File: src/rtl/functw_share_sched.sv
// functw_share_sched
//   Round-robin scheduler that time-shares one W(I) scale-factor lookup
//   among NCH ADPCM channels. Each granted channel's quantizer code and
//   its configured rate are presented to the shared lookup. The lookup
//   result is returned one cycle later with a one-hot acknowledge.
//
// Handshake: REQ[k] rises with a stable I_BUS slice and stays high until
//   ACK[k] pulses. It drops the cycle after ACK. ACK coincides with VALID.
//   A channel still held in either pipeline stage is never regranted, so a
//   REQ that is still high during its own ACK cycle is not served twice.
//
// Ports
//   CLK, RESET_N      clock (rising edge), async active-low reset
//   REQ[NCH]          per-channel request
//   I_BUS[5*NCH]      quantizer codes, channel k at [5k+4:5k]
//   CFG_WE/CH/RATE    rate register write (00=40k 01=32k 10=24k 11=16k)
//   F_I, F_RATE       registered code/rate to the shared lookup
//   F_WI              combinational lookup result for F_I/F_RATE
//   WI_OUT, CH_OUT    registered result and owning channel
//   VALID, ACK[NCH]   one-cycle result strobe and one-hot acknowledge
//   BUSY              either pipeline stage holds a transaction
module functw_share_sched #(
  parameter  int NCH = 4,
  localparam int CHW = $clog2(NCH)
) (
  input  logic               CLK,
  input  logic               RESET_N,
  input  logic [NCH-1:0]     REQ,
  input  logic [5*NCH-1:0]   I_BUS,
  input  logic               CFG_WE,
  input  logic [CHW-1:0]     CFG_CH,
  input  logic [1:0]         CFG_RATE,
  output logic [4:0]         F_I,
  output logic [1:0]         F_RATE,
  input  logic [11:0]        F_WI,
  output logic [11:0]        WI_OUT,
  output logic [CHW-1:0]     CH_OUT,
  output logic               VALID,
  output logic [NCH-1:0]     ACK,
  output logic               BUSY
);

  localparam logic [CHW:0] NCH_L = (CHW+1)'(NCH);

  logic [1:0]     r_rate [NCH];
  logic [CHW-1:0] r_ptr;
  logic           r_s1_vld;
  logic [CHW-1:0] r_s1_ch;
  logic [4:0]     r_f_i;
  logic [1:0]     r_f_rate;
  logic           r_s2_vld;
  logic [CHW-1:0] r_s2_ch;
  logic [11:0]    r_wi;
  logic [NCH-1:0] r_ack;

  logic [4:0]     w_code [NCH];
  logic [NCH-1:0] w_s1_mask;
  logic [NCH-1:0] w_s2_mask;
  logic [NCH-1:0] w_elig;
  logic           w_gnt_vld;
  logic [CHW-1:0] w_gnt_ch;

  for (genvar k = 0; k < NCH; k++) begin : g_code
    assign w_code[k] = I_BUS[5*k +: 5];
  end

  // Channels occupying stage 1 or stage 2 are masked out of arbitration.
  always_comb begin
    w_s1_mask = r_s1_vld ? (NCH'(1) << r_s1_ch) : '0;
    w_s2_mask = r_s2_vld ? (NCH'(1) << r_s2_ch) : '0;
    w_elig    = REQ & ~w_s1_mask & ~w_s2_mask;
  end

  // First eligible channel at or after the pointer, wrapping modulo NCH.
  always_comb begin : rr_pick
    logic [CHW:0] v_sum;
    v_sum     = '0;
    w_gnt_vld = 1'b0;
    w_gnt_ch  = '0;
    for (int i = 0; i < NCH; i++) begin
      v_sum = {1'b0, r_ptr} + (CHW+1)'(i);
      if (v_sum >= NCH_L) v_sum = v_sum - NCH_L;
      if (!w_gnt_vld && w_elig[v_sum[CHW-1:0]]) begin
        w_gnt_vld = 1'b1;
        w_gnt_ch  = v_sum[CHW-1:0];
      end
    end
  end

  // Rate registers: a grant on the same edge reads the old value.
  always_ff @(posedge CLK or negedge RESET_N) begin
    if (!RESET_N) begin
      for (int k = 0; k < NCH; k++) r_rate[k] <= 2'b00;
    end else if (CFG_WE && ({1'b0, CFG_CH} < NCH_L)) begin
      r_rate[CFG_CH] <= CFG_RATE;
    end
  end

  // Stage 1: grant and present code/rate to the shared lookup.
  always_ff @(posedge CLK or negedge RESET_N) begin
    if (!RESET_N) begin
      r_ptr    <= '0;
      r_s1_vld <= 1'b0;
      r_s1_ch  <= '0;
      r_f_i    <= '0;
      r_f_rate <= '0;
    end else begin
      r_s1_vld <= w_gnt_vld;
      if (w_gnt_vld) begin
        r_s1_ch  <= w_gnt_ch;
        r_f_i    <= w_code[w_gnt_ch];
        r_f_rate <= r_rate[w_gnt_ch];
        r_ptr    <= (w_gnt_ch == CHW'(NCH-1)) ? '0 : w_gnt_ch + 1'b1;
      end
    end
  end

  // Stage 2: capture the lookup result; WI_OUT/CH_OUT hold between results.
  always_ff @(posedge CLK or negedge RESET_N) begin
    if (!RESET_N) begin
      r_s2_vld <= 1'b0;
      r_s2_ch  <= '0;
      r_wi     <= '0;
      r_ack    <= '0;
    end else begin
      r_s2_vld <= r_s1_vld;
      r_ack    <= r_s1_vld ? (NCH'(1) << r_s1_ch) : '0;
      if (r_s1_vld) begin
        r_s2_ch <= r_s1_ch;
        r_wi    <= F_WI;
      end
    end
  end

  assign F_I    = r_f_i;
  assign F_RATE = r_f_rate;
  assign WI_OUT = r_wi;
  assign CH_OUT = r_s2_ch;
  assign VALID  = r_s2_vld;
  assign ACK    = r_ack;
  assign BUSY   = r_s1_vld | r_s2_vld;

endmodule

File: config.mk
export PLATFORM = sky130hd
export DESIGN_NAME = functw_share_sched
export DESIGN_NICKNAME = d
export VERILOG_FILES = /design/src/rtl/functw_share_sched.sv
export SDC_FILE = /design/constraint.sdc
export NUM_CORES = 1
export LEC_CHECK = 0
export BUFFER_PORTS_ARGS = -buffer_cell sky130_fd_sc_hd__buf_2
export CAP_MARGIN = 20
export CORE_MARGIN = 2
export CORE_UTILIZATION = 49
export CTS_CLUSTER_DIAMETER = 80
export DETAILED_ROUTE_END_ITERATION = 8
export GPL_ROUTABILITY_DRIVEN = 0
export PLACE_DENSITY = 0.76
export SLEW_MARGIN = 5
export SYNTH_ARGS = -nofsm -noshare
export SYNTH_HDL_FRONTEND = slang
export SYNTH_SLANG_ARGS = --single-unit
File: constraint.sdc
create_clock -name CLK -period 2.76 [get_ports CLK]
set_clock_uncertainty 0.15 [all_clocks]
set_input_delay 0.138 -clock CLK [delete_from_list [all_inputs] [get_ports CLK]]
set_output_delay 0.138 -clock CLK [all_outputs]
set_load 0.01 [all_outputs]
* Word-level counts from Yosys, hierarchy flattened
Index checks and enable logic that the tools add are counted.
** Storage, ports and cells
- Word-level logic and storage cells :: 81
- Input port bits :: 43
- Output and inout port bits :: 27
- Flip-flop bits (word level) :: 39
** Operators by class
- Shift-type cells :: 2
- Muxes and demuxes :: 32
- Add/sub/neg operators :: 8
- Bitwise gates (word level) :: 7
- Reductions and logical operators :: 7
- Order comparisons :: 11
- Equality and inequality tests :: 1
** Operators with widths (number)
- $mux 2 :: 12
- $ge 3x3->1 const B :: 5
- $lt 2x3->1 const B :: 4
- $bmux 5 s2 :: 1
- $mux 5 :: 2
- $and 4x4->4 :: 2
- $bmux 1 s2 :: 4
- $bwmux 8 :: 1
- $mux 1 :: 8
- $mux 4 :: 2
- $not 4->4 :: 2
- $shl 1x2->4 const A :: 2
- $sub 2x1->2 const B :: 4
- $add 2x2->3 const B :: 2
- $not 2->3 :: 2
- $bmux 2 s2 :: 1
- $demux 2 s2 :: 1
- $logic_and 1x1->1 :: 4
- $add 2x1->3 const B :: 1
- $ge 2x3->1 const B :: 1
- $logic_not 1->1 :: 3
- $lt 3x1->1 const B :: 1
- $add 2x1->2 const B :: 1
- $eq 2x2->1 const B :: 1
- $or 1x1->1 :: 1

* Depth between registers and ports, before layout
Gate-level depths: netlist (run 1).
- Word-level depth :: 21
- Depth in mapped cells :: 8
- Gate-level depth less buffers :: 6

* Least setup slack after synthesis (run 1)
No wires, ideal clock.
- Path type :: register to register
- Start point :: reg r_s1_vld
- End point :: reg r_f_i[0], in the netlist F_I[0]
- Required time :: 2.516 ns
- Stages on the path, launching flop included :: 9
- Period minus slack after synthesis :: 2.138 ns
- Setup time :: 0.094 ns
- Arrival :: 1.894 ns
- Path slack :: 0.622 ns
- Buffers on the path :: 2
- Path through :: dfrtp_1 > buf_6 > and3_4 > a311oi_4 > o32ai_2 > a211oi_4 > buf_6 > a21oi_1 > a221oi_2
** On the way
- Cells in the longest elaborated chain, start to end :: 20
- Elaborated cells on any way between the ends :: 30
- Classes of those cells :: 20 x mux; 4 x bitwise; 6 x reduce/logical
** Ends and longest elaborated chain
- from (decl) :: RTL line 47 : logic r_s1_vld;
- from (signal assigned) :: RTL line 108 : r_s1_vld <= w_gnt_vld;
- $mux 4 * :: RTL line 69 : w_s1_mask = r_s1_vld ? (NCH'(1) << r_s1_ch) : '0;
- named net w_s1_mask[3] :: RTL line 57 : logic [NCH-1:0] w_s1_mask;
- $not 4->4 * :: RTL line 71 : w_elig = REQ & ~w_s1_mask & ~w_s2_mask;
- $and 4x4->4 * (2 in a row) :: RTL line 71
- $bmux 1 s2 :: RTL line 83 : if (!w_gnt_vld && w_elig[v_sum[CHW-1:0]]) begin
- $mux 1 (not written as such) :: RTL line 83
- $mux 1 :: RTL line 83
- $logic_not 1->1 :: RTL line 83
- [... 3 more ...]
- $logic_and 1x1->1 :: RTL line 83
- $mux 1 :: RTL line 83
- $logic_not 1->1 :: RTL line 83
- $logic_and 1x1->1 :: RTL line 83
- $mux 2 :: RTL line 83
- $not 2->3 (not written as such) :: RTL line 111 : r_f_i <= w_code[w_gnt_ch];
- $bmux 5 s2 :: RTL line 111
- $mux 5 (not written as such) (2 in a row) :: RTL line 111
- to (signal assigned) :: RTL line 111
- to (decl) :: RTL line 49 : logic [4:0] r_f_i;
The timed path passes the listed nets; every way through them passes the cells marked *. The select of a mux whose other input is x is not followed.
A chain may end at the register's enable or synchronous reset.

* Worst setup path after layout (run 1)
- Start point :: reg r_s2_ch[0], in the netlist CH_OUT[0]
- End point :: reg r_ptr[1]
** On the way
- Cells in the longest elaborated chain, start to end :: 18
- Elaborated cells on any way between the ends :: 29
- Classes of those cells :: 1 x add/sub; 1 x eq/ne; 1 x shift; 18 x mux; 2 x bitwise; 6 x reduce/logical
** Ends and longest elaborated chain
- from (decl) :: RTL line 52 : logic [CHW-1:0] r_s2_ch;
- from (signal assigned) :: RTL line 129 : r_s2_ch <= r_s1_ch;
- $shl 1x2->4 * :: RTL line 70 : w_s2_mask = r_s2_vld ? (NCH'(1) << r_s2_ch) : '0;
- $mux 4 * :: RTL line 70
- $not 4->4 * :: RTL line 71
- $and 4x4->4 * :: RTL line 71
- $bmux 1 s2 :: RTL line 83
- $mux 1 (not written as such) :: RTL line 83
- $mux 1 :: RTL line 83
- $logic_not 1->1 :: RTL line 83
- [... 2 more ...]
- $logic_not 1->1 :: RTL line 83
- $logic_and 1x1->1 :: RTL line 83
- $mux 1 :: RTL line 83
- $logic_not 1->1 :: RTL line 83
- $logic_and 1x1->1 :: RTL line 83
- $mux 2 :: RTL line 83
- $add 2x1->2 or $eq 2x2->1 (tied branches) :: RTL line 113 : r_ptr <= (w_gnt_ch == CHW'(NCH-1)) ? '0 : w_gnt_ch + 1'b1;
- $mux 2 :: RTL line 113
- to (signal assigned) :: RTL line 113
- to (decl) :: RTL line 46 : logic [CHW-1:0] r_ptr;
Every way passes the cells marked *; elsewhere a longest branch is shown, timed or not. The select of a mux whose other input is x is not followed.

==> results of run 1 <==
==> sequential cells by signal, summed over array words and instances (netlist names) <==
signal	count
VALID	1
F_I	5
r_ptr	2
r_rate	8
ACK	4
r_s1_ch	2
CH_OUT	2
F_RATE	2
WI_OUT	12
r_s1_vld	1
==> cell families after synthesis <==
kind of cell / Yosys count / share of synthesized area (%)
muxes: 28 / 16.1
AOI/OAI and AO/OA: 30 / 16.3
and+or+nand+nor: 36 / 12.4
DFF: 39 / 51.2
buffers and inverters: 11 / 3.55
xor gates and xnor gates: 1 / 0.460
==> worst paths after layout <==
kind | end | cells after the start
worst max-delay path | r_ptr[1]$_DFFE_PN0P_ | 6
min in group asynchronous | WI_OUT[11]$_DFFE_PN0P_ | 2
worst min register to register | WI_OUT[11]$_DFFE_PN0P_ | 1
worst min-delay path | F_I[2]$_DFFE_PN0P_ | 3
max in group asynchronous | r_rate[1]$_DFFE_PN0P_ | 2
worst max register to register | r_ptr[1]$_DFFE_PN0P_ | 6
==> critical path, cell delays in order (launching register included) <==
cell	delay, ns
dfrtp_1	0.47
or3b_4	0.45
and3b_1	0.20
a221oi_1	0.27
o22a_1	0.53
xnor2_1	0.20
o21ai_1	0.09
==> cells in the final DEF (no fill, tap or decap), drive strengths merged, types with 2 or more instances in the layout <==
cell	n
nor3b	2
bufinv	2
o21ai	2
buf	72
a211oi	2
nand2b	7
mux2	21
nand2	3
nand3b	5
a21o	2
dlygate4sd3	20
a221oi	8
nand3	3
nor2	10
mux2i	7
a21oi	9
dfrtp	39
inv	6
clkbuf	6
==> stage by stage <==
step	hold WS, ns	power [uW]	instance area [sq um]
after CTS	0.0539	2920	2620
after global placement	0.123	2280	2290
after floorplan	-0.308	2010	1900
final	0.0614	2910	2620
after global routing	0.0626	3110	2620
after detailed placement	0.149	2350	2290
==> final cells by class <==
class,count,area (sq um)
Fill cell,271,1070
Sequential cell,39,976
Multi-Input combinational cell,95,861
Timing Repair Buffer,92,568
Clock buffer,6,72.6
Clock inverter,2,60.1
Tap cell,48,60.1
Inverter,6,22.5
==> layer usage <==
layer	up-vias	routed length, um
met2	43	2420
met3	4	188
met4	0	34
li1	722	-
met5	-	0
met1	751	1720
==> power by group <==
group	switching, uW	total, uW	internal, uW
clock	185	546	361
sequential	183	967	785
combinational	719	1400	682
total	1090	2910	1830
==> metrics.md, run 1 <==
| Metric | Value |
|---|---|
| Total GRT Usage | 21.7% |
| Nets | approximately 280 |
| Area growth, synth to finish | 37.6% |
| Final setup TNS | 0 ns |
| Clock sinks | 39 |
| Post-synth top area share | approximately 50% |
| Routed wire length | 4.36 mm |
| Syn Nets | between 150 and 200 |
| Reg clk slew, reported paths | 0.07 ns |
| Pre-CTS WS | 0.308 ns |
| Final hold vios | 0 |
| R2r setup slk | approximately 0.28 ns |
| Critical path type | flip-flop to flip-flop |
| CP startpoint | CH_OUT[0]$_DFFE_PN0P_ |
| H-tree Lvls | 2 |
| Peak supply drop | about 0.56 mV |
| Root Buffer | clkbuf_8 |
| Synth Instances | 145 |
| Final worst slack | 0.278 ns |
| Startpoint Class | flip-flop |
| Worst Tran Pin Value | ~0.84 ns |
| Arr. time, crit path | 2.49 ns |
| CTS tree | yes |
| Pre-antenna DRT Iters | 4 |
| Outcome | finished, final reports clean |
| Fraction of layout cells with a size suffix above 1 | about 50% |
| N_diodes | 0 |
| Row count | 22 |
| Hold Crit Class | input pin to flip-flop |
| CP Capture Type | flip-flop |
| MaxCap Viol Count | 0 |
| Top cells by area, synth | dfrtp_1 (51%), mux2_2 (12%), a221oi_2 (5.5%) |
| FF-to-FF Start | CH_OUT[0]$_DFFE_PN0P_ |
| Clk_lat worst skew | approximately 0.28 ns |
| Distinct cells, synth | 39 |
| Fin util | a little under three quarters |
| Peak Freq | around 0.40 GHz |
| CTS Buf Count | 5 |
| Sequential cell area fraction in the yosys report | just over 50% |
| Dominant synthesized flop cell | dfrtp_1 |
| Chip height | about 66 um |
| Yosys warns | 0 |
| Most instantiated library cell after synthesis | dfrtp_1 |
| Hold_buf cts | 20 |
| Number of port buffers | just under 70 |
| Period utilisation layout | 89.9% |
| Vias | between 1500 and 2000 |
| Yosys reg bits | 39 |
| CTS Buffer Depth | 2 |
| Maximum net fanout on the critical path | 8 |
| Largest area contributor in the netlist | dfrtp_1 |
| Initial Util | between 50% and 60% |
| Slew margin rel. | approximately 44% |
| IO Pins | 70 |
| WL per Instance | 15.1 um |
| RSZ-0062 raised after global routing | false |
| Largest net degree at the start of global routing | 40 |
| First-pass GRT wire length | 7.16 mm |
| GR peak layer | met2 |
| Area of the die | 4400 sq um |
| Fin crit period | 2.48 ns |
| Post-CTS sizing | 0 |
| Dpl cells | 260 |
| Global route overflow | 0 |
| Vias in the first global route | 1552 |
| Synthesized cell area | 1900 sq um |
| Post-synth EDFFs | 0 |
| Post-synth top cells | dfrtp_1 (39), mux2_2 (21), nor2_1 (10), a21oi_1 (9) |
| Pwr Density | 1110 nW/um^2 |
| Synth async-reset ratio | 100% |
| Finished Layout Cells | 288 |
| Final Setup Violations | 0 |
| Antenna-violating nets left | 0 |
| Worst Min Path Start | I_BUS[12] |
| CP Data Required Time | 2.76 ns |
| Core region area | 3690 sq um |
| Initial DRC count | between 90 and 100 |
| Initial antenna violation count | 0 |
| Die X | around 66 um |
| Met2 GRT Util | 38.3% |
| Leak Pwr | 0.00123 uW |
| Vias/cell | 5.28 |
| Post-synthesis area per instance | 13.1 sq um |
| Final count of pins violating max slew | 0 |
| DRC errors left | 0 |
| Final HPWL DP | 3.05 mm |
| GR met3 Demand/Resource | 5.79% |
| Setup bufs post-CTS | 0 |
| Met1 usage | 24.9% |
No activity file was read; power rests on OpenSTA's default activity.
==> inputs of run 2 (changes only) <==
--- a/config.mk
+++ b/config.mk
@@ -8,11 +8,12 @@
 export BUFFER_PORTS_ARGS = -buffer_cell sky130_fd_sc_hd__buf_2
 export CAP_MARGIN = 20
 export CORE_MARGIN = 2
-export CORE_UTILIZATION = 49
+export CORE_UTILIZATION = 45
 export CTS_CLUSTER_DIAMETER = 80
 export DETAILED_ROUTE_END_ITERATION = 8
 export GPL_ROUTABILITY_DRIVEN = 0
-export PLACE_DENSITY = 0.76
+export PLACE_DENSITY = 0.71
+export REMOVE_ABC_BUFFERS = 1
 export SLEW_MARGIN = 5
 export SYNTH_ARGS = -nofsm -noshare
 export SYNTH_HDL_FRONTEND = slang
==> run 2 against run 1 <==
Against the previous run:
- first-iteration DRC count down 29%
- fmax increased by 6.4%
- sequential share of layout area rose by 0.32 points
- die area up 8.3%
- final area is 0.86% lower
- global-route usage fell by 3.3 points
- hold slack got worse by 0.0023 ns
- setup slack improved by 0.15 ns
- clock power shrank 24%
- count of clock-buffer cells in the layout grew 2
- register-to-register slack improved by 0.15 ns
- via count decreased by 3.2%
- largest cell class unchanged
- largest power group unchanged
- highest routed layer unchanged
==> metrics.md, run 2 (synthesis results as in run 1) <==
| Metric | Value |
|---|---|
| Antenna-violating nets left | 0 (unchanged) |
| Global route overflow | 0 (unchanged) |
| RSZ-0062 raised after global routing | false |
| Total GRT Usage | 18.3% (-3.3 points) |
| H-tree Lvls | 2 (unchanged) |
| Core region area | 4030 sq um (+9.2%) |
| Arr. time, crit path | 2.38 ns (-0.11 ns) |
| Crit-path slowest cell | dfrtp_1 |
| WL per Instance | 14.3 um (-5.6%) |
| Final worst slack | 0.429 ns (+0.150 ns) |
| Final hold vios | 0 (unchanged) |
| Final count of pins violating max slew | 0 (unchanged) |
| CTS tree | yes |
| CP endpoint | F_RATE[0]$_DFFE_PN0P_ |
| Die X | 69.1 um (+4.1%) |
| CP Capture Type | flip-flop |
| Largest net degree at the start of global routing | 40 (unchanged) |
| CTS Buffer Depth | 2 (unchanged) |
| Worst Tran Pin Value | 0.842 ns (+0.00424 ns) |
| Root Buffer | clkbuf_8 |
| Final instance area | 2600 sq um (-0.86%) |
| Critical path type | flip-flop to flip-flop |
| R2r setup slk | 0.43 ns (+0.15 ns) |
| Fin util | 64.5% (-6.6 points) |
| Row count | 23 (+4.5%) |
| Startpoint Class | flip-flop |
| Multi-input gate area | 861 sq um (unchanged) |
| MaxCap Viol Count | 0 (unchanged) |
| Min-Delay Path Depth | 3 (unchanged) |
| Nets | 283 (+0.35%) |
| R2r endpoint | F_RATE[0]$_DFFE_PN0P_ |
| Final setup TNS | 0 ns (unchanged) |
| CP cell instances | and3_4, a311oi_4, o32ai_2, a211oi_4, buf_4, a21oi_1, a221oi_2 |
| Vias | 1471 (-3.2%) |
| Most common cell after layout, fill and taps aside | buf_2 |
| DRC errors left | 0 (unchanged) |
| First-pass GRT wire length | 7.02 mm (-2.0%) |
| CP max stage delay | 0.45 ns (-0.08 ns) |
| Final Setup Violations | 0 (unchanged) |
| Worst Reg-to-Reg Cells | 7 (+1) |
| Peak supply drop | 0.530 mV (-5.3%) |
| Sequential Area | 976 sq um (unchanged) |
| Outcome | finished, final reports clean |
| Vias/cell | 5.05 (-4.2%) |
| Initial antenna violation count | 0 (unchanged) |
| Period utilisation layout | 84.5% (-5.4 points) |
| Clk_lat worst skew | 0.29 ns (about the same) |
| N_diodes | 0 (unchanged) |
| Final HPWL DP | 2.86 mm (-6.1%) |
| Peak Freq | 0.429 GHz (+6.4%) |
| Number of port buffers | 69 (unchanged) |
| Slew margin rel. | 43.9% (-0.28 points) |
| CTS Buf Count | 5 (unchanged) |
| Area growth, synth to finish | 36.4% |
| Number of fillers in the final layout | 331 (+22%) |
| CP Data Required Time | 2.81 ns (+0.05 ns) |
| IO Pins | 70 (unchanged) |
| Chip height | 69.1 um (+4.1%) |
| Fraction of layout cells with a size suffix above 1 | 50.2% (+0.21 points) |
| Routed wire length | 4.16 mm (-4.7%) |
| Reg clk slew, reported paths | 0.07 ns (about the same) |
| Initial Util | 47.3% (-4.4 points) |
| Most frequent cells in the layout | buf_2 (69), dfrtp_1 (39), mux2_2 (21) |
| CP startpoint | r_s1_ch[1]$_DFFE_PN0P_ |
| Clock sinks | 39 (unchanged) |
| Leak Pwr | 0.00122 uW (-0.75%) |
| Pwr Density | 1070 nW/um^2 (-4.1%) |
| Max reg flops | 12 (unchanged) |
| FF-to-FF Start | r_s1_ch[1]$_DFFE_PN0P_ |
| Pre-CTS WS | 0.424 ns (+0.116 ns) |
| Pre-antenna DRT Iters | 4 (unchanged) |
| Post-DP Area | 2300 sq um (+0.44%) |
| Hold Crit Class | input pin to flip-flop |
| Fin crit period | 2.33 ns (-0.150 ns) |
| Initial DRC count | 70 (-29%) |
| Post-CTS sizing | 0 (unchanged) |
| Area of the die | 4770 sq um (+8.3%) |
| Setup bufs post-CTS | 0 (unchanged) |
| Vias in the first global route | 1519 (-2.1%) |
| Maximum net fanout on the critical path | 24 (+16) |
run 2: worst min path at each step:
| stage | from | slack [ns] | to |
|---|---|---|---|
| finish | I_BUS[14] | 0.06 | F_I[4]$_DFFE_PN0P_ |
| global route | I_BUS[12] | 0.07 | F_I[2]$_DFFE_PN0P_ |
| CTS | I_BUS[8] | 0.05 | F_I[3]$_DFFE_PN0P_ |
| detailed placement | RESET_N | 0.14 | WI_OUT[1]$_DFFE_PN0P_ |
| global placement | RESET_N | 0.15 | WI_OUT[1]$_DFFE_PN0P_ |
| floorplan | RESET_N | -0.31 | ACK[0]$_DFF_PN0_ |
run 2: where the power goes:
group	total, uW	leakage, uW	internal [uW]	switching (uW)
sequential	955	0.000457	785	170
combinational	1400	0.000710	697	706
clock	413	0.0000515	228	186
run 2: stage by stage:
step	power, uW	cells	hold slack [ns]
5_1_grt	2990	291	0.0657
2_1_floorplan	1930	140	-0.308
4_1_cts	2800	291	0.0464
6_report	2770	291	0.0591
3_5_place_dp	2360	263	0.144
3_3_place_gp	2330	263	0.154
run 2: timing repair:
| item | in CTS | in global routing |
|---|---|---|
| hold buffers | 20 | 0 |
| setup endpoints to repair | 0 | 0 |
| endpoints found under the hold margin | 64 | 0 |
run 2: cell type report:
cell class,count,share of cell area [%]
Sequential cell,39,37.6
Multi-Input combinational cell,95,33.1
Timing Repair Buffer,93,22.2
Clock buffer,8,3.85
Tap cell,50,2.41
Inverter,6,0.867
run 2: critical path: cells and delay by family (launching register included):
family,cells,cell delay [ns]
buffers and inverters,1,0.30
AOI/OAI and AO/OA,5,1.12
and+or+nand+nor,1,0.22
DFF,1,0.45
run 2: metal layers:
layer	up-vias	part of all wire [%]	GRT usage [%]
met4	0	1.6	8.06
met3	8	4.3	4.39
met2	35	51	29.5
met5	-	0	0
met1	707	43	23.6
li1	721	-	-
==> inputs of run 3 (changes only) <==
==> constraint.sdc (replaced) <==
create_clock -name CLK -period 2.26 [get_ports CLK]
set_clock_uncertainty 0.15 [all_clocks]
set_input_delay 0.113 -clock CLK [delete_from_list [all_inputs] [get_ports CLK]]
set_output_delay 0.113 -clock CLK [all_outputs]
set_load 0.01 [all_outputs]
==> run 3 against run 2 <==
Against the previous run:
- hold slack worse by 0.027 ns
- final area rose by 3.4%
- critical path depth is the same
- highest routed layer unchanged
==> metrics.md, run 3 (synthesis results as in run 1) <==
| Metric | Value |
|---|---|
| Antenna-violating nets left | 0 (unchanged) |
| Most common cell after layout, fill and taps aside | buf_2 |
| Arr. time, crit path | 2.27 ns (-0.11 ns) |
| Core region area | 4030 sq um (unchanged) |
| Pwr Density | 1350 nW/um^2 (+27%) |
| Area of the die | 4770 sq um (unchanged) |
| Psw | 1350 uW (+27%) |
| Leak Pwr | 0.00126 uW (+3.2%) |
| Switching share of power | 37.2% (-1.1 points) |
| Initial DRC count | 130 (+86%) |
| Finished Layout Cells | 298 (+2.4%) |
| Routed wire length | 4.19 mm (+0.91%) |
| Reg power frac | 32.1% (-2.4 points) |
| Final worst slack | 0.0438 ns (-0.385 ns) |
| Number of fillers in the final layout | 301 (-9.1%) |
| CTS Buf Count | 5 (unchanged) |
| Global route overflow | 0 (unchanged) |
| First-pass GRT wire length | 7.14 mm (+1.8%) |
| Vias/cell | 5.13 (+1.6%) |
| Maximum net fanout on the critical path | 8 (-67%) |
| Nets | 291 (+2.8%) |
| Startpoint Class | flip-flop |
| Root Buffer | clkbuf_8 |
| Dpl cells | 267 (+1.5%) |
| Vias in the first global route | 1537 (+1.2%) |
| Outcome | finished, final reports clean |
| Final HPWL DP | 2.85 mm (-0.39%) |
| Chip height | 69.1 um (unchanged) |
| DRC errors left | 0 (unchanged) |
| Reg clk slew, reported paths | 0.07 ns (about the same) |
| Clock sinks | 39 (unchanged) |
| Met2 wire length | 2.18 mm (+2.4%) |
| Pre-antenna DRT Iters | 4 (unchanged) |
| Critical path type | flip-flop to flip-flop |
| Hold Crit Class | input pin to flip-flop |
| Clock power frac | 15.2% (+0.3 points) |
| Final hold vios | 0 (unchanged) |
| CTS Buffer Depth | 2 (unchanged) |
| Initial Util | 47.3% (unchanged) |
| WL per Instance | 14.1 um (-1.5%) |
| Vias | 1530 (+4.0%) |
| Peak supply drop | 0.727 mV (+37%) |
| DR top layer | met4 |
| Area growth, synth to finish | 41.0% |
| IO Pins | 70 (unchanged) |
| Die X | 69.1 um (unchanged) |
| Internal power | 2280 uW (+33%) |
| Most frequent cells in the layout | buf_2 (69), dfrtp_1 (35), mux2_2 (21) |
| Largest net degree at the start of global routing | 40 (unchanged) |
| Pre-CTS WS | -0.00494 ns (-0.429 ns) |
| Final count of pins violating max slew | 0 (unchanged) |
| Clk_lat worst skew | 0.29 ns (about the same) |
| Row count | 23 (unchanged) |
| Total GRT Usage | 18.5% (+0.15 points) |
| Slew margin rel. | 42.6% (-1.3 points) |
| CTS tree | yes |
| H-tree Lvls | 2 (unchanged) |
| RSZ-0062 raised after global routing | true |
| Fin crit period | 2.22 ns (-0.115 ns) |
| DRT met1 WL | 1.83 mm (+2.8%) |
| Post-DP Area | 2330 sq um (+1.3%) |
| Met3 wire length | 135 um (-24%) |
| Worst Tran Pin Value | 0.861 ns (+0.0193 ns) |
| Final setup TNS | 0 ns (unchanged) |
| CP Capture Type | flip-flop |
| Final instance area | 2690 sq um (+3.4%) |
| Comb pwr share | 52.7% (+2.1 points) |
| Final Setup Violations | 0 (unchanged) |
| MaxCap Viol Count | 0 (unchanged) |
| Peak Freq | 0.451 GHz (+5.2%) |
| Initial antenna violation count | 0 (unchanged) |
| N_diodes | 0 (unchanged) |
| Fraction of layout cells with a size suffix above 1 | 54.4% (+4.2 points) |
| Number of port buffers | 69 (unchanged) |
| CP Data Required Time | 2.31 ns (-0.50 ns) |
| Period utilisation layout | 98.1% (+14 points) |
| Worst hold slack | 0.0317 ns (-0.0274 ns) |
| Max reg flops | 12 (unchanged) |
==> run 3: power groups by stage <==
stage | combinational (uW) | clock [uW] | sequential, uW
4_1_cts | 1810 | 573 | 1150
5_1_grt | 2090 | 601 | 1200
2_1_floorplan | 1100 | 0 | 1250
3_3_place_gp | 1750 | 0 | 1160
6_report | 1910 | 552 | 1160
3_5_place_dp | 1770 | 0 | 1160
==> run 3: per-stage QoR <==
step / total power [uW] / util (%)
after detailed placement: 2930 / 57.8
after floorplan: 2350 / -
final: 3630 / 66.6
after global placement: 2900 / 57.8
after global routing: 3890 / 66.6
after CTS: 3530 / 65.4
==> run 3: repair_timing <==
item	4_1_cts	5_1_grt
setup buffers	0	3
gates resized for setup	1	10
hold endpoints to repair	64	0
pin swaps	0	3
setup endpoints to repair	4	7
cloned	0	1
hold buffers	20	0
==> run 3: critical path, cell delays in order, from the launching register on <==
cell and delay [ns]:
dfrtp_2 0.45, and3_4 0.20, a311oi_4 0.36, o32ai_2 0.16, a211oi_4 0.26, buf_6 0.19, a21oi_1 0.08, a221oi_2 0.27
==> run 3: per-layer routing <==
metal / track usage (%) / vias up
li1: - / 740
met2: 29.6 / 26
met4: 6.32 / 0
met1: 25.1 / 759
met5: 0 / -
met3: 3.80 / 5
==> run 3: final cells by class <==
cell class,instances,area [sq um],area share [%]
flip-flops and latches,39,981,36.5
multi-input cells,95,873,32.5
repair buffers,101,643,24.0
clock buffers,6,72.6,2.70
well taps,50,62.6,2.33
clock inverters,1,30.0,1.12
inverters,6,22.5,0.839
==> run 3: worst paths after layout <==
path | from | end | slack [ns] | cells past startpoint
max | r_s1_ch[1]$_DFFE_PN0P_ | F_I[4]$_DFFE_PN0P_ | 0.04 | 7
min | I_BUS[8] | F_I[3]$_DFFE_PN0P_ | 0.03 | 3
max reg2reg | r_s1_ch[1]$_DFFE_PN0P_ | F_I[4]$_DFFE_PN0P_ | 0.04 | 7
min reg2reg | WI_OUT[11]$_DFFE_PN0P_ | WI_OUT[11]$_DFFE_PN0P_ | 0.35 | 1
max in group asynchronous | RESET_N | r_s1_vld$_DFF_PN0_ | 1.05 | 2
min in group asynchronous | RESET_N | ACK[3]$_DFF_PN0_ | 0.32 | 2
